[config.mk]
export PLATFORM = sky130hd
export DESIGN_NAME = baccarat_shoe_fsm
export DESIGN_NICKNAME = d
export VERILOG_FILES = /design/src/rtl/baccarat_pkg.sv /design/src/rtl/sat_counter.sv /design/src/rtl/baccarat_shoe_fsm.sv
export SDC_FILE = /design/constraint.sdc
export NUM_CORES = 1
export LEC_CHECK = 0
export CAP_MARGIN = 20
export CORE_MARGIN = 3
export CORE_UTILIZATION = 30
export DETAILED_ROUTE_END_ITERATION = 12
export HOLD_SLACK_MARGIN = 0.05
export PLACE_DENSITY_LB_ADDON = 0.2
export SLEW_MARGIN = 25
export SYNTH_ARGS = -nofsm -noshare
export SYNTH_HDL_FRONTEND = slang
export SYNTH_HIERARCHICAL = 1
export SYNTH_SLANG_ARGS = --single-unit
[constraint.sdc]
create_clock -name i_slow_clock -period 5.6 [get_ports i_slow_clock]
set_clock_uncertainty 0.15 [all_clocks]
set_input_delay 1.12 -clock i_slow_clock [delete_from_list [all_inputs] [get_ports i_slow_clock]]
set_output_delay 1.12 -clock i_slow_clock [all_outputs]
set_load 0.03 [all_outputs]
[src/rtl/baccarat_pkg.sv]
// Shared types and rules for the multi-hand baccarat shoe sequencer.
// banker_draws() is reused by the score datapath bench.
package baccarat_pkg;

  typedef enum logic [3:0] {
    StIdle,
    StP1,
    StD1,
    StP2,
    StD2,
    StEval,
    StP3,
    StEval3,
    StD3,
    StScore,
    StHold,
    StDone
  } state_e;

  localparam logic [3:0] NATURAL = 4'd8;

  // Banker third-card decision once the player has drawn a third card.
  function automatic logic banker_draws(input logic [3:0] dscore, input logic [3:0] pcard3);
    case (dscore)
      4'd0, 4'd1, 4'd2: return 1'b1;
      4'd3:             return (pcard3 != 4'd8);
      4'd4:             return (pcard3 >= 4'd2) && (pcard3 <= 4'd7);
      4'd5:             return (pcard3 >= 4'd4) && (pcard3 <= 4'd7);
      4'd6:             return (pcard3 >= 4'd6) && (pcard3 <= 4'd7);
      default:          return 1'b0;
    endcase
  endfunction

endpackage

[src/rtl/sat_counter.sv]
// Saturating up-counter with synchronous clear and asynchronous active-high reset.
module sat_counter #(
  parameter int unsigned W = 4
) (
  input  logic         i_clk,
  input  logic         i_rst,
  input  logic         i_clr,
  input  logic         i_inc,
  output logic [W-1:0] o_count
);

  logic [W-1:0] r_count;

  always_ff @(posedge i_clk or posedge i_rst) begin
    if (i_rst) begin
      r_count <= '0;
    end else if (i_clr) begin
      r_count <= '0;
    end else if (i_inc && (r_count != {W{1'b1}})) begin
      r_count <= r_count + 1'b1;
    end
  end

  assign o_count = r_count;

endmodule

[src/rtl/baccarat_shoe_fsm.sv]
// Sequences card loads for a shoe of baccarat hands, applies third-card rules,
// drives win lights and keeps saturating win/loss/tie tallies.
module baccarat_shoe_fsm
  import baccarat_pkg::*;
#(
  parameter int unsigned NUM_ROUNDS  = 8,
  parameter int unsigned TALLY_W     = 4,
  parameter int unsigned AUTO_NEXT   = 0,
  parameter int unsigned HOLD_CYCLES = 4,
  localparam int unsigned RIDX_W     = (NUM_ROUNDS > 1) ? $clog2(NUM_ROUNDS) : 1
) (
  input  logic               i_slow_clock,
  input  logic               i_reset,
  input  logic               i_start,
  input  logic               i_next_round,
  input  logic               i_card_valid,
  input  logic [3:0]         i_pscore,
  input  logic [3:0]         i_dscore,
  input  logic [3:0]         i_pcard3,
  output logic               o_load_pcard1,
  output logic               o_load_pcard2,
  output logic               o_load_pcard3,
  output logic               o_load_dcard1,
  output logic               o_load_dcard2,
  output logic               o_load_dcard3,
  output logic               o_new_round,
  output logic               o_player_win_light,
  output logic               o_dealer_win_light,
  output logic [TALLY_W-1:0] o_player_wins,
  output logic [TALLY_W-1:0] o_dealer_wins,
  output logic [TALLY_W-1:0] o_ties,
  output logic [RIDX_W-1:0]  o_round_idx,
  output logic               o_shoe_done
);

  localparam int unsigned HOLD_W = (HOLD_CYCLES > 1) ? $clog2(HOLD_CYCLES) : 1;

  state_e              r_state;
  logic [RIDX_W-1:0]   r_round_idx;
  logic [HOLD_W-1:0]   r_hold_cnt;
  logic                r_new_round;
  logic                r_player_light;
  logic                r_dealer_light;
  logic                r_shoe_done;

  logic w_natural;
  logic w_hold_exit;
  logic w_in_score;
  logic w_tally_clr;
  logic w_last_round;

  // Out-of-range scores (10-15) fall into the natural branch as well.
  assign w_natural    = (i_pscore >= NATURAL) || (i_dscore >= NATURAL);
  assign w_hold_exit  = (AUTO_NEXT != 0) ? (r_hold_cnt == HOLD_W'(HOLD_CYCLES - 1))
                                         : i_next_round;
  assign w_in_score   = (r_state == StScore);
  assign w_tally_clr  = (r_state == StDone) && i_start;
  assign w_last_round = (r_round_idx == RIDX_W'(NUM_ROUNDS - 1));

  always_ff @(posedge i_slow_clock or posedge i_reset) begin
    if (i_reset) begin
      r_state        <= StIdle;
      r_round_idx    <= '0;
      r_hold_cnt     <= '0;
      r_new_round    <= 1'b0;
      r_player_light <= 1'b0;
      r_dealer_light <= 1'b0;
      r_shoe_done    <= 1'b0;
    end else begin
      r_new_round <= 1'b0;
      unique case (r_state)
        StIdle, StDone: begin
          if (i_start) begin
            r_state     <= StP1;
            r_round_idx <= '0;
            r_new_round <= 1'b1;
            r_shoe_done <= 1'b0;
          end
        end
        StP1: if (i_card_valid) r_state <= StD1;
        StD1: if (i_card_valid) r_state <= StP2;
        StP2: if (i_card_valid) r_state <= StD2;
        StD2: if (i_card_valid) r_state <= StEval;
        StEval: begin
          if (w_natural)               r_state <= StScore;
          else if (i_pscore <= 4'd5)   r_state <= StP3;
          else if (i_dscore <= 4'd5)   r_state <= StD3;
          else                         r_state <= StScore;
        end
        StP3: if (i_card_valid) r_state <= StEval3;
        StEval3: r_state <= banker_draws(i_dscore, i_pcard3) ? StD3 : StScore;
        StD3: if (i_card_valid) r_state <= StScore;
        StScore: begin
          r_state        <= StHold;
          r_hold_cnt     <= '0;
          r_player_light <= (i_pscore >= i_dscore);
          r_dealer_light <= (i_dscore >= i_pscore);
        end
        StHold: begin
          if (w_hold_exit) begin
            r_player_light <= 1'b0;
            r_dealer_light <= 1'b0;
            if (w_last_round) begin
              r_state     <= StDone;
              r_shoe_done <= 1'b1;
            end else begin
              r_state     <= StP1;
              r_round_idx <= r_round_idx + 1'b1;
              r_new_round <= 1'b1;
            end
          end else begin
            r_hold_cnt <= r_hold_cnt + 1'b1;
          end
        end
        default: r_state <= StIdle;
      endcase
    end
  end

  // Load strobes double as the card_valid acknowledge.
  assign o_load_pcard1 = (r_state == StP1) && i_card_valid;
  assign o_load_dcard1 = (r_state == StD1) && i_card_valid;
  assign o_load_pcard2 = (r_state == StP2) && i_card_valid;
  assign o_load_dcard2 = (r_state == StD2) && i_card_valid;
  assign o_load_pcard3 = (r_state == StP3) && i_card_valid;
  assign o_load_dcard3 = (r_state == StD3) && i_card_valid;

  assign o_new_round        = r_new_round;
  assign o_player_win_light = r_player_light;
  assign o_dealer_win_light = r_dealer_light;
  assign o_round_idx        = r_round_idx;
  assign o_shoe_done        = r_shoe_done;

  sat_counter #(.W(TALLY_W)) u_player_tally (
    .i_clk   (i_slow_clock),
    .i_rst   (i_reset),
    .i_clr   (w_tally_clr),
    .i_inc   (w_in_score && (i_pscore > i_dscore)),
    .o_count (o_player_wins)
  );

  sat_counter #(.W(TALLY_W)) u_dealer_tally (
    .i_clk   (i_slow_clock),
    .i_rst   (i_reset),
    .i_clr   (w_tally_clr),
    .i_inc   (w_in_score && (i_dscore > i_pscore)),
    .o_count (o_dealer_wins)
  );

  sat_counter #(.W(TALLY_W)) u_tie_tally (
    .i_clk   (i_slow_clock),
    .i_rst   (i_reset),
    .i_clr   (w_tally_clr),
    .i_inc   (w_in_score && (i_dscore == i_pscore)),
    .o_count (o_ties)
  );

endmodule

==> flow_summary.json <==
{
  "synth_area_sq_mm": 0.001619,
  "final_cell_mix": "41 x clkdlybuf4s50_1, 23 x dfrtp_1, 18 x inv_1",
  "synthToLayoutAreaGrowth_pct": 32.53,
  "grt-ovfl-total": 0,
  "rsz0062_at_grt": "no",
  "ys_ff_latch": 23,
  "maxCapViolCount": 0,
  "leakage_nw": 0.8997,
  "synth_fp_nets": 197,
  "synthFlopType": "dfrtp_1",
  "synthSimpleGateAreaFrac_pct": 23.34,
  "fin_nets": 239,
  "route.detailed.drc": 0,
  "finalHoldViolCount": 0,
  "antenna_found_initial": 0,
  "critical_path_required_ps": 4330,
  "async_flop_share_pct": 100.0,
  "multi_input_area_sq_um": 955.9,
  "wl_mm": 3.741,
  "worstPathArrival_ps": 3230,
  "relSlewSlack_pct": 54.58,
  "syn_avg_cell_area_sq_um": 9.468,
  "yosys.area_share.adder_pct": 6.955,
  "worstRegToRegCells": 6,
  "cts_tree": "built",
  "cts_made_buffers": 3,
  "ctsHoldBuffers": 0,
  "hold_depth": 1,
  "syn_inst": 171,
  "grt_first_pass_wirelength_mm": 6.499,
  "grt_pass1_vias": 1371,
  "die_height_um": 79.47,
  "htree_levels": 1,
  "firstDrtPassIters": 4,
  "clkLatencyLatePin_ps": 260,
  "rows": 26,
  "cts.sinks": 23,
  "n_fill_cell": 531,
  "num_vias": 1390,
  "ioPinCount": 42,
  "fin_crit_sh_pct": 80.30,
  "synth_cell_types": 43,
  "synth_xor_area_share_pct": 0,
  "worstMarginPinSlew_ps": 679.1,
  "drive_above_1_share_pct": 8.491,
  "power_mw": 0.9102,
  "post_drt_wl_per_cell_um": 13.27,
  "root_buffer": "clkbuf_8",
  "clk_path_buf_depth": 2,
  "fmax_mhz": 222.4,
  "diodes": 0,
  "pre_cts_ws_ps": 1075,
  "ctsResizeCount": 0,
  "die_w_um": 79.47,
  "critPathLaunchType": "primary input",
  "synth_compound_area_share_pct": 22.10,
  "yosysWarnings": 6,
  "initial_core_util_pct": 31.30,
  "antenna_left": 0,
  "dpl.hpwl_mm": 2.940,
  "whs_ps": 360.1,
  "period_minus_slack_ps": 4497,
  "crit_path_max_fanout": 5,
  "grt_usage_pct": 12.76,
  "status": "completed",
  "seq_area_frac_synth_pct": 35.55,
  "synth_edf_count": 0,
  "synthMuxAreaShare_pct": 5.951,
  "setup_ws_ps": 1103,
  "p_per_area_mw_per_mm2": 424.2,
  "grt_max_degree": 19,
  "finalMaxSlewViolations": 0,
  "vias_per_cell": 4.929,
  "fin_setup_tns_ps": 0,
  "core_sq_mm": 0.005172,
  "final_common_cell": "clkdlybuf4s50_1",
  "peakVddDrop_uv": 251.2,
  "port_buffers": 41,
  "holdCritPathClass": "reg -> reg",
  "first_iter_violations": 55,
  "synth_top_family_by_area": "simple AND/OR/NAND/NOR gates",
  "finalSetupViolations": 0,
  "die-area_sq_mm": 0.006315,
  "worst-setup-path-type": "in -> out",
  "clkTransAtPathRegs_ps": 80,
  "ff_latch_area_sq_um": 575.6,
  "post_cts_buffers": 0,
  "gp_congestion": 0.7443,
  "setup.worst_path.end_class": "output port"
}
-- metrics by stage --
stage	cells	util (%)	instance area (sq um)
6_report	282	41.49	2146
5_1_grt	282	41.49	2146
2_1_floorplan	171	-	1619
3_5_place_dp	278	40.49	2095
4_1_cts	282	41.36	2140
3_3_place_gp	278	40.49	2095
-- path summary, 6_finish.rpt --
path | from | slack, ps | to
max in group asynchronous | i_reset | 3870 | o_round_idx[2]
max | i_next_round | 1100 | o_load_pcard2
max reg2reg | r_state[0] | 3100 | u_player_tally/o_count[0]
min reg2reg | o_shoe_done | 360 | o_shoe_done
min in group asynchronous | i_reset | 1020 | u_dealer_tally/o_count[1]
min | o_shoe_done | 360 | o_shoe_done
-- sequential cells by signal (all words and copies together) (netlist names) --
signal	count
o_round_idx	3
o_player_win_light	1
u_dealer_tally/o_count	4
r_state	4
o_shoe_done	1
o_new_round	1
o_dealer_win_light	1
u_tie_tally/o_count	4
u_player_tally/o_count	4
-- cells in the mapped netlist, drive strengths merged, types with 4 or more instances --
master,number,area (sq um)
a211oi,6,55.05
inv,19,71.31
nor2b,8,50.05
mux2,4,56.30
nand2b,9,56.30
nand4,4,25.02
nand2,9,33.78
nor2,11,41.29
dfrtp,23,575.6
mux2i,4,40.04
ha,9,112.6
a31oi,5,76.32
a21oi,10,50.05
o21ai,7,35.03
buf,4,27.52
nor3,9,45.04
-- report_power, final --
part	switching, mW	internal [mW]	leakage (nW)	total (mW)
Sequential	0.0925	0.223	0.302	0.316
Combinational	0.263	0.229	0.575	0.493
Clock	0.0508	0.0507	0.0228	0.102
Total	0.407	0.503	0.900	0.910
-- layer usage --
layer | wire length, um | global-route usage, % | up-vias
li1 | - | - | 701
met1 | 1727 | 16.74 | 651
met2 | 1848 | 21.54 | 36
met3 | 138 | 2.370 | 2
met4 | 27 | 3.093 | 0
met5 | 0 | 0 | -
-- kinds of logic after synthesis --
logic type,count (synthesis)
and+or+nand+nor,66
muxes,8
DFF,23
adders and majority gates,9
AOI/OAI and AO/OA,42
buffers and inverters,23
-- layout make-up --
type / instances / area share [%]
clock buffer: 4 / 2.099
inverter: 19 / 3.324
multi-input combinational: 125 / 44.55
sequential: 23 / 26.82
tap: 70 / 4.082
timing repair buffer: 41 / 19.13
-- critical path, stage by stage --
cell and delay, ps:
clkdlybuf4s50_1 510, mux2i_1 110, a32oi_1 290, o22ai_2 160
nor4_2 310, clkdlybuf4s50_1 730
Note: power is estimated with default switching activity, not from simulation.
